--- src/rtl/aes_seq_ctrl.sv ---
// Sequencer between the UART command machine and the AES core: key load, block run, and
// MSB-first byte streaming of the result. Define AES_STATUS_HDR_EN to prefix a status header byte.
module aes_seq_ctrl #(
    parameter int unsigned TIMEOUT_CYCLES = 1024,
    parameter int unsigned DATA_W         = 128
) (
    input  logic              clk,
    input  logic              rst_n,
    input  logic              rst_sw,
    input  logic              key_ready,
    input  logic [DATA_W-1:0] kin,
    input  logic              din_ready,
    input  logic [DATA_W-1:0] din,
    input  logic              start,
    input  logic              enc_dec,
    output logic [DATA_W-1:0] aes_key,
    output logic              aes_key_load,
    input  logic              aes_key_done,
    output logic [DATA_W-1:0] aes_din,
    output logic              aes_start,
    output logic              aes_enc_dec,
    input  logic              aes_done,
    input  logic [DATA_W-1:0] aes_dout,
    output logic [7:0]        tx_data,
    output logic              tx_valid,
    input  logic              tx_ready,
    output logic              busy,
    output logic              key_valid,
    output logic [2:0]        err_flags
);

    typedef enum logic [2:0] {
        S_IDLE, S_KEY_LOAD, S_WAIT_KEY, S_RUN, S_WAIT_DONE, S_SEND
    } state_t;

    // Abort fires on the edge where the counter would reach TIMEOUT_CYCLES-1.
    localparam logic [15:0] TO_LAST = 16'(TIMEOUT_CYCLES - 2);

    state_t            state_q;
    logic [DATA_W-1:0] key_q;
    logic [DATA_W-1:0] din_q;
    logic [DATA_W-1:0] result_q;
    logic              enc_dec_q;
    logic              key_load_q;
    logic              start_q;
    logic [3:0]        idx_q;
    logic [7:0]        tx_data_q;
    logic              tx_valid_q;
    logic              busy_q;
    logic              key_valid_q;
    logic [2:0]        err_q;
    logic [15:0]       cnt_q;
    logic              kd_prev_q;

    logic drop;
    logic key_rise;
    logic to_hit;
    logic beat;

    assign drop     = (state_q != S_IDLE) && (key_ready || din_ready || start);
    assign key_rise = aes_key_done && !kd_prev_q;
    assign to_hit   = (cnt_q == TO_LAST);
    assign beat     = tx_valid_q && tx_ready;

`ifdef AES_STATUS_HDR_EN
    logic       hdr_q;
    logic [2:0] err_now;
    logic [7:0] hdr_byte;

    assign err_now  = err_q | {drop, 2'b00};
    assign hdr_byte = (err_now == 3'b000) ? 8'hA5 : {5'b11100, err_now};
`endif

    always_ff @(posedge clk or negedge rst_n) begin
        if (!rst_n) begin
            state_q     <= S_IDLE;
            key_q       <= '0;
            din_q       <= '0;
            result_q    <= '0;
            enc_dec_q   <= 1'b0;
            key_load_q  <= 1'b0;
            start_q     <= 1'b0;
            idx_q       <= 4'd15;
            tx_data_q   <= 8'h00;
            tx_valid_q  <= 1'b0;
            busy_q      <= 1'b0;
            key_valid_q <= 1'b0;
            err_q       <= 3'b000;
            cnt_q       <= 16'd0;
            kd_prev_q   <= 1'b0;
`ifdef AES_STATUS_HDR_EN
            hdr_q       <= 1'b0;
`endif
        end else if (rst_sw) begin
            state_q     <= S_IDLE;
            key_q       <= '0;
            din_q       <= '0;
            result_q    <= '0;
            enc_dec_q   <= 1'b0;
            key_load_q  <= 1'b0;
            start_q     <= 1'b0;
            idx_q       <= 4'd15;
            tx_data_q   <= 8'h00;
            tx_valid_q  <= 1'b0;
            busy_q      <= 1'b0;
            key_valid_q <= 1'b0;
            err_q       <= 3'b000;
            cnt_q       <= 16'd0;
            kd_prev_q   <= 1'b0;
`ifdef AES_STATUS_HDR_EN
            hdr_q       <= 1'b0;
`endif
        end else begin
            kd_prev_q  <= aes_key_done;
            key_load_q <= 1'b0;
            start_q    <= 1'b0;
            if (drop)
                err_q[2] <= 1'b1;

            case (state_q)
                S_IDLE: begin
                    if (din_ready)
                        din_q <= din;
                    if (key_ready) begin
                        key_q       <= kin;
                        key_valid_q <= 1'b0;
                        key_load_q  <= 1'b1;
                        busy_q      <= 1'b1;
                        state_q     <= S_KEY_LOAD;
                    end else if (start) begin
                        if (key_valid_q) begin
                            enc_dec_q <= enc_dec;
                            start_q   <= 1'b1;
                            busy_q    <= 1'b1;
                            state_q   <= S_RUN;
                        end else begin
                            err_q[0] <= 1'b1;
                        end
                    end
                end

                S_KEY_LOAD: begin
                    cnt_q   <= 16'd0;
                    state_q <= S_WAIT_KEY;
                end

                S_WAIT_KEY: begin
                    if (key_rise) begin
                        key_valid_q <= 1'b1;
                        busy_q      <= 1'b0;
                        state_q     <= S_IDLE;
                    end else if (to_hit) begin
                        err_q[1] <= 1'b1;
                        busy_q   <= 1'b0;
                        state_q  <= S_IDLE;
                    end else begin
                        cnt_q <= cnt_q + 16'd1;
                    end
                end

                S_RUN: begin
                    cnt_q   <= 16'd0;
                    state_q <= S_WAIT_DONE;
                end

                S_WAIT_DONE: begin
                    if (aes_done) begin
                        result_q   <= aes_dout;
                        idx_q      <= 4'd15;
                        tx_valid_q <= 1'b1;
`ifdef AES_STATUS_HDR_EN
                        hdr_q      <= 1'b1;
                        tx_data_q  <= hdr_byte;
`else
                        tx_data_q  <= aes_dout[DATA_W-1 -: 8];
`endif
                        state_q    <= S_SEND;
                    end else if (to_hit) begin
                        err_q[1] <= 1'b1;
                        busy_q   <= 1'b0;
                        state_q  <= S_IDLE;
                    end else begin
                        cnt_q <= cnt_q + 16'd1;
                    end
                end

                S_SEND: begin
                    // tx_data only moves on an accepted beat, so it holds through stalls.
                    if (beat) begin
`ifdef AES_STATUS_HDR_EN
                        if (hdr_q) begin
                            hdr_q     <= 1'b0;
                            tx_data_q <= result_q[DATA_W-1 -: 8];
                        end else
`endif
                        if (idx_q == 4'd0) begin
                            tx_valid_q <= 1'b0;
                            busy_q     <= 1'b0;
                            state_q    <= S_IDLE;
                        end else begin
                            idx_q     <= idx_q - 4'd1;
                            tx_data_q <= result_q[{idx_q - 4'd1, 3'b000} +: 8];
                        end
                    end
                end

                default: begin
                    busy_q  <= 1'b0;
                    state_q <= S_IDLE;
                end
            endcase
        end
    end

    assign aes_key      = key_q;
    assign aes_key_load = key_load_q;
    assign aes_din      = din_q;
    assign aes_start    = start_q;
    assign aes_enc_dec  = enc_dec_q;
    assign tx_data      = tx_data_q;
    assign tx_valid     = tx_valid_q;
    assign busy         = busy_q;
    assign key_valid    = key_valid_q;
    assign err_flags    = err_q;

endmodule

--- config.mk ---
export PLATFORM = sky130hd
export DESIGN_NAME = aes_seq_ctrl
export DESIGN_NICKNAME = d
export VERILOG_FILES = /design/src/rtl/aes_seq_ctrl.sv
export SDC_FILE = /design/constraint.sdc
export NUM_CORES = 1
export LEC_CHECK = 0
export ABC_AREA = 1
export CORE_AREA = 2 2 256 258
export CTS_CLUSTER_DIAMETER = 150
export CTS_CLUSTER_SIZE = 20
export DETAILED_ROUTE_END_ITERATION = 8
export DIE_AREA = 0 0 258 260
export PLACE_DENSITY = 0.62
export SYNTH_ARGS = -nofsm -noshare
export SYNTH_HDL_FRONTEND = slang
export SYNTH_SLANG_ARGS = --single-unit
--- constraint.sdc ---
create_clock -name clk -period 3.84 [get_ports clk]
set_clock_uncertainty 0.15 [all_clocks]
set_input_delay 0.384 -clock clk [delete_from_list [all_inputs] [get_ports clk]]
set_output_delay 0.384 -clock clk [all_outputs]
set_load 0.05 [all_outputs]
==> metrics.txt <==
CP required 4.18 ns; Nets 3043; Pleak 12.45 nW; post-synthesis adder-cell area fraction 0.2037%; average size of a mapped cell 8.913 µm²; Min Clock Period, post-route 2.705 ns; clk slew on worst S/H paths 0.09 ns; sequential area share after synthesis 57.76%; clock latency on the worst-skew pair 0.59 ns; Inst Count DP 3473; routed len/inst 21.04 µm; CTS tree done; Worst Hold Depth 3; max cap viols 0; DRT iter0 DRCs 1584; main combinational cell family by area after synthesis simple AND/OR/NAND/NOR gates; f_max 0.3697 GHz; post-synthesis mux area share 0%; Worst R2R Path Depth 10; Yosys reg bits 425; Routed Antenna Nets 0; crit-path most repeated cell nand2_1; final WL 74.12 mm; Port Buffers 666; worst ir drop on vdd 0.0004393 V; drt drc 0; clk buf depth 3; initial antenna violation count 24; core area 64120 µm²; Post-Syn Area 18420 µm²; Routability Congestion 0.8973; class of the worst hold path primary input to register; Rel. slew slack 38.00%; num rows 93; Critical Path Fanout Max 22; XOR/XNOR share of the synthesized area 0.1426%; Setup TNS Final 0 ns; pre-CTS setup slack 1.024 ns; CTS HTree Levels 1; crit end category register; RSZ-0062 raised after global routing false; Synth Area in Compound Gates 10.07%; Unique masters post-synth 35; largest net degree at the start of global routing 129; postcts setup bufs 0; post-synthesis simple-gate area fraction 24.35%; synthesized netlist cell count 2067; Vias 17090; Critical-path top delay cell inv_1; post-DP HPWL 53.60 mm; Die X 258 µm; outcome finished clean; area of the die 67080 µm²; Synthesized Nets 2464; area leader, netlist dfrtp_1; worst setup path category register to register; CP startpoint kind register; dominant cells by area after synthesis dfrtp_1 (57%), nand2_1 (11%), nand3_1 (11%); PD cells 550.9 nW/µm²; CTS sink cnt 425; post-route setup slack 1.135 ns; CP cell instances inv_1 -> ha_1 -> inv_1 -> nand3_1 -> nand3_1 -> nand3_1 -> nand2_1 -> nand2_1 -> nand2_1 -> nand2_1; reg2reg setup slack 1.13 ns; number of buffers created by CTS 25; DRT Pass-1 Iters 7; CP arrival 3.04 ns; Setup-failing EPs final 0; non-filler instance count after layout 3523; initial core utilization 28.73%; first-pass GRT wire length 110.5 mm; fin. max-slew vios 0; Root Buffer clkbuf_16; vias in the first global route 17290; final worst-path cycle share 70.45%; final hold slack 0.1748 ns; total power 14.65 mW; I/O Pins 667; commonest non-fill, non-tap cell in the layout clkdlybuf4s50_1; synthesis warning total 0; fraction of layout cells with a size suffix above 1 3.575%; synthesis-to-finish area growth 44.36%; critical path's largest stage delay 0.68 ns; Via density 4.850; GRT Resource Usage Total 21.31%; Final Hold Vio Count 0; Synth top area share 57.19%; commonest non-fill, non-tap cells in the layout clkdlybuf4s50_1 (665), nand2_1 (546), dfrtp_1 (421); Slew @ Worst Pin 0.9289 ns; chip height 260 µm; Overflow after GRT 0
critical path, delay by kind of cell, from the launching register on:
kind	cells	cell delay, ns
buf+inv	2	0.74
flops	1	0.54
fa+ha+maj	1	0.29
simple gates	7	0.86
routing by layer:
| metal | wire [µm] | vias up | global-route usage [%] |
|---|---|---|---|
| met5 | 27 | - | 0 |
| met4 | 2186 | 4 | 6.856 |
| met3 | 6355 | 104 | 5.809 |
| met2 | 36510 | 686 | 36.24 |
| met1 | 29040 | 8341 | 26.24 |
| li1 | - | 7953 | - |
final cells by class:
class,instances,area (µm²)
clock buffer,36,666.9
inverter,184,700.7
clock inverter,2,25.02
antenna,11,27.53
sequential,425,10640
fill,6279,37520
tap,855,1070
timing repair buffer,697,7019
multi-input combinational,1313,6446
per-stage QoR:
step           utilization (%)  area, µm²
4_1_cts                  41.44      26570
5_1_grt                  41.48      26590
2_1_floorplan                -      18420
3_3_place_gp             40.34      25870
3_5_place_dp             40.34      25870
6_report                 41.48      26600
path summary, 6_finish.rpt:
kind | startpoint | end
setup / recovery | idx_q[1] | tx_data[2]
hold / removal | kin[55] | aes_key[55]
setup reg to reg | idx_q[1] | tx_data[2]
hold reg to reg | tx_data[1] | tx_data[1]
max in group asynchronous | rst_n | aes_din[115]
min in group asynchronous | rst_n | aes_key[121]
state kept, by name (all words and copies together), names as in the netlist:
register      count
aes_start         1
busy              1
aes_key_load      1
idx_q             4
result_q        128
tx_data           8
aes_din         128
cnt_q            16
kd_prev_q         1
err_flags         3
state_q           3
aes_enc_dec       1
tx_valid          1
aes_key         128
key_valid         1
synthesized netlist by cell type, drive strengths merged:
master,n
ha,3
o31ai,1
a21oi,5
o21ai,145
buf,98
dfstp,4
o21bai,1
nor3,7
clkinv,1
o2111ai,1
inv,183
xor2,2
a31oi,1
a22oi,3
a22o,120
or2,3
dfrtp,421
nand2,554
nor2,53
nor4,1
nand4,11
clkbuf,47
xnor2,1
nand3,401
kinds of logic after synthesis:
group                    Yosys count
AO/OA/AOI/OAI                    277
XOR/XNOR                           3
adder cells (fa/ha/maj)            3
buffers and inverters            329
flip-flops                       425
AND/OR/NAND/NOR                 1030
where the power goes:
part | switching (mW) | total (mW) | leakage (nW) | internal, mW
clock network | 1.61 | 2.83 | 0.333 | 1.22
registers | 0.455 | 5.62 | 5.79 | 5.17
logic | 4.29 | 6.21 | 6.33 | 1.91
total | 6.35 | 14.7 | 12.5 | 8.30
repair_timing:
item,CTS,global route
setup endpoints to repair,0,0
hold buffers,1,0
gates resized for setup,0,0
hold endpoints to repair,84,0
(Power assumes the default switching activity.)
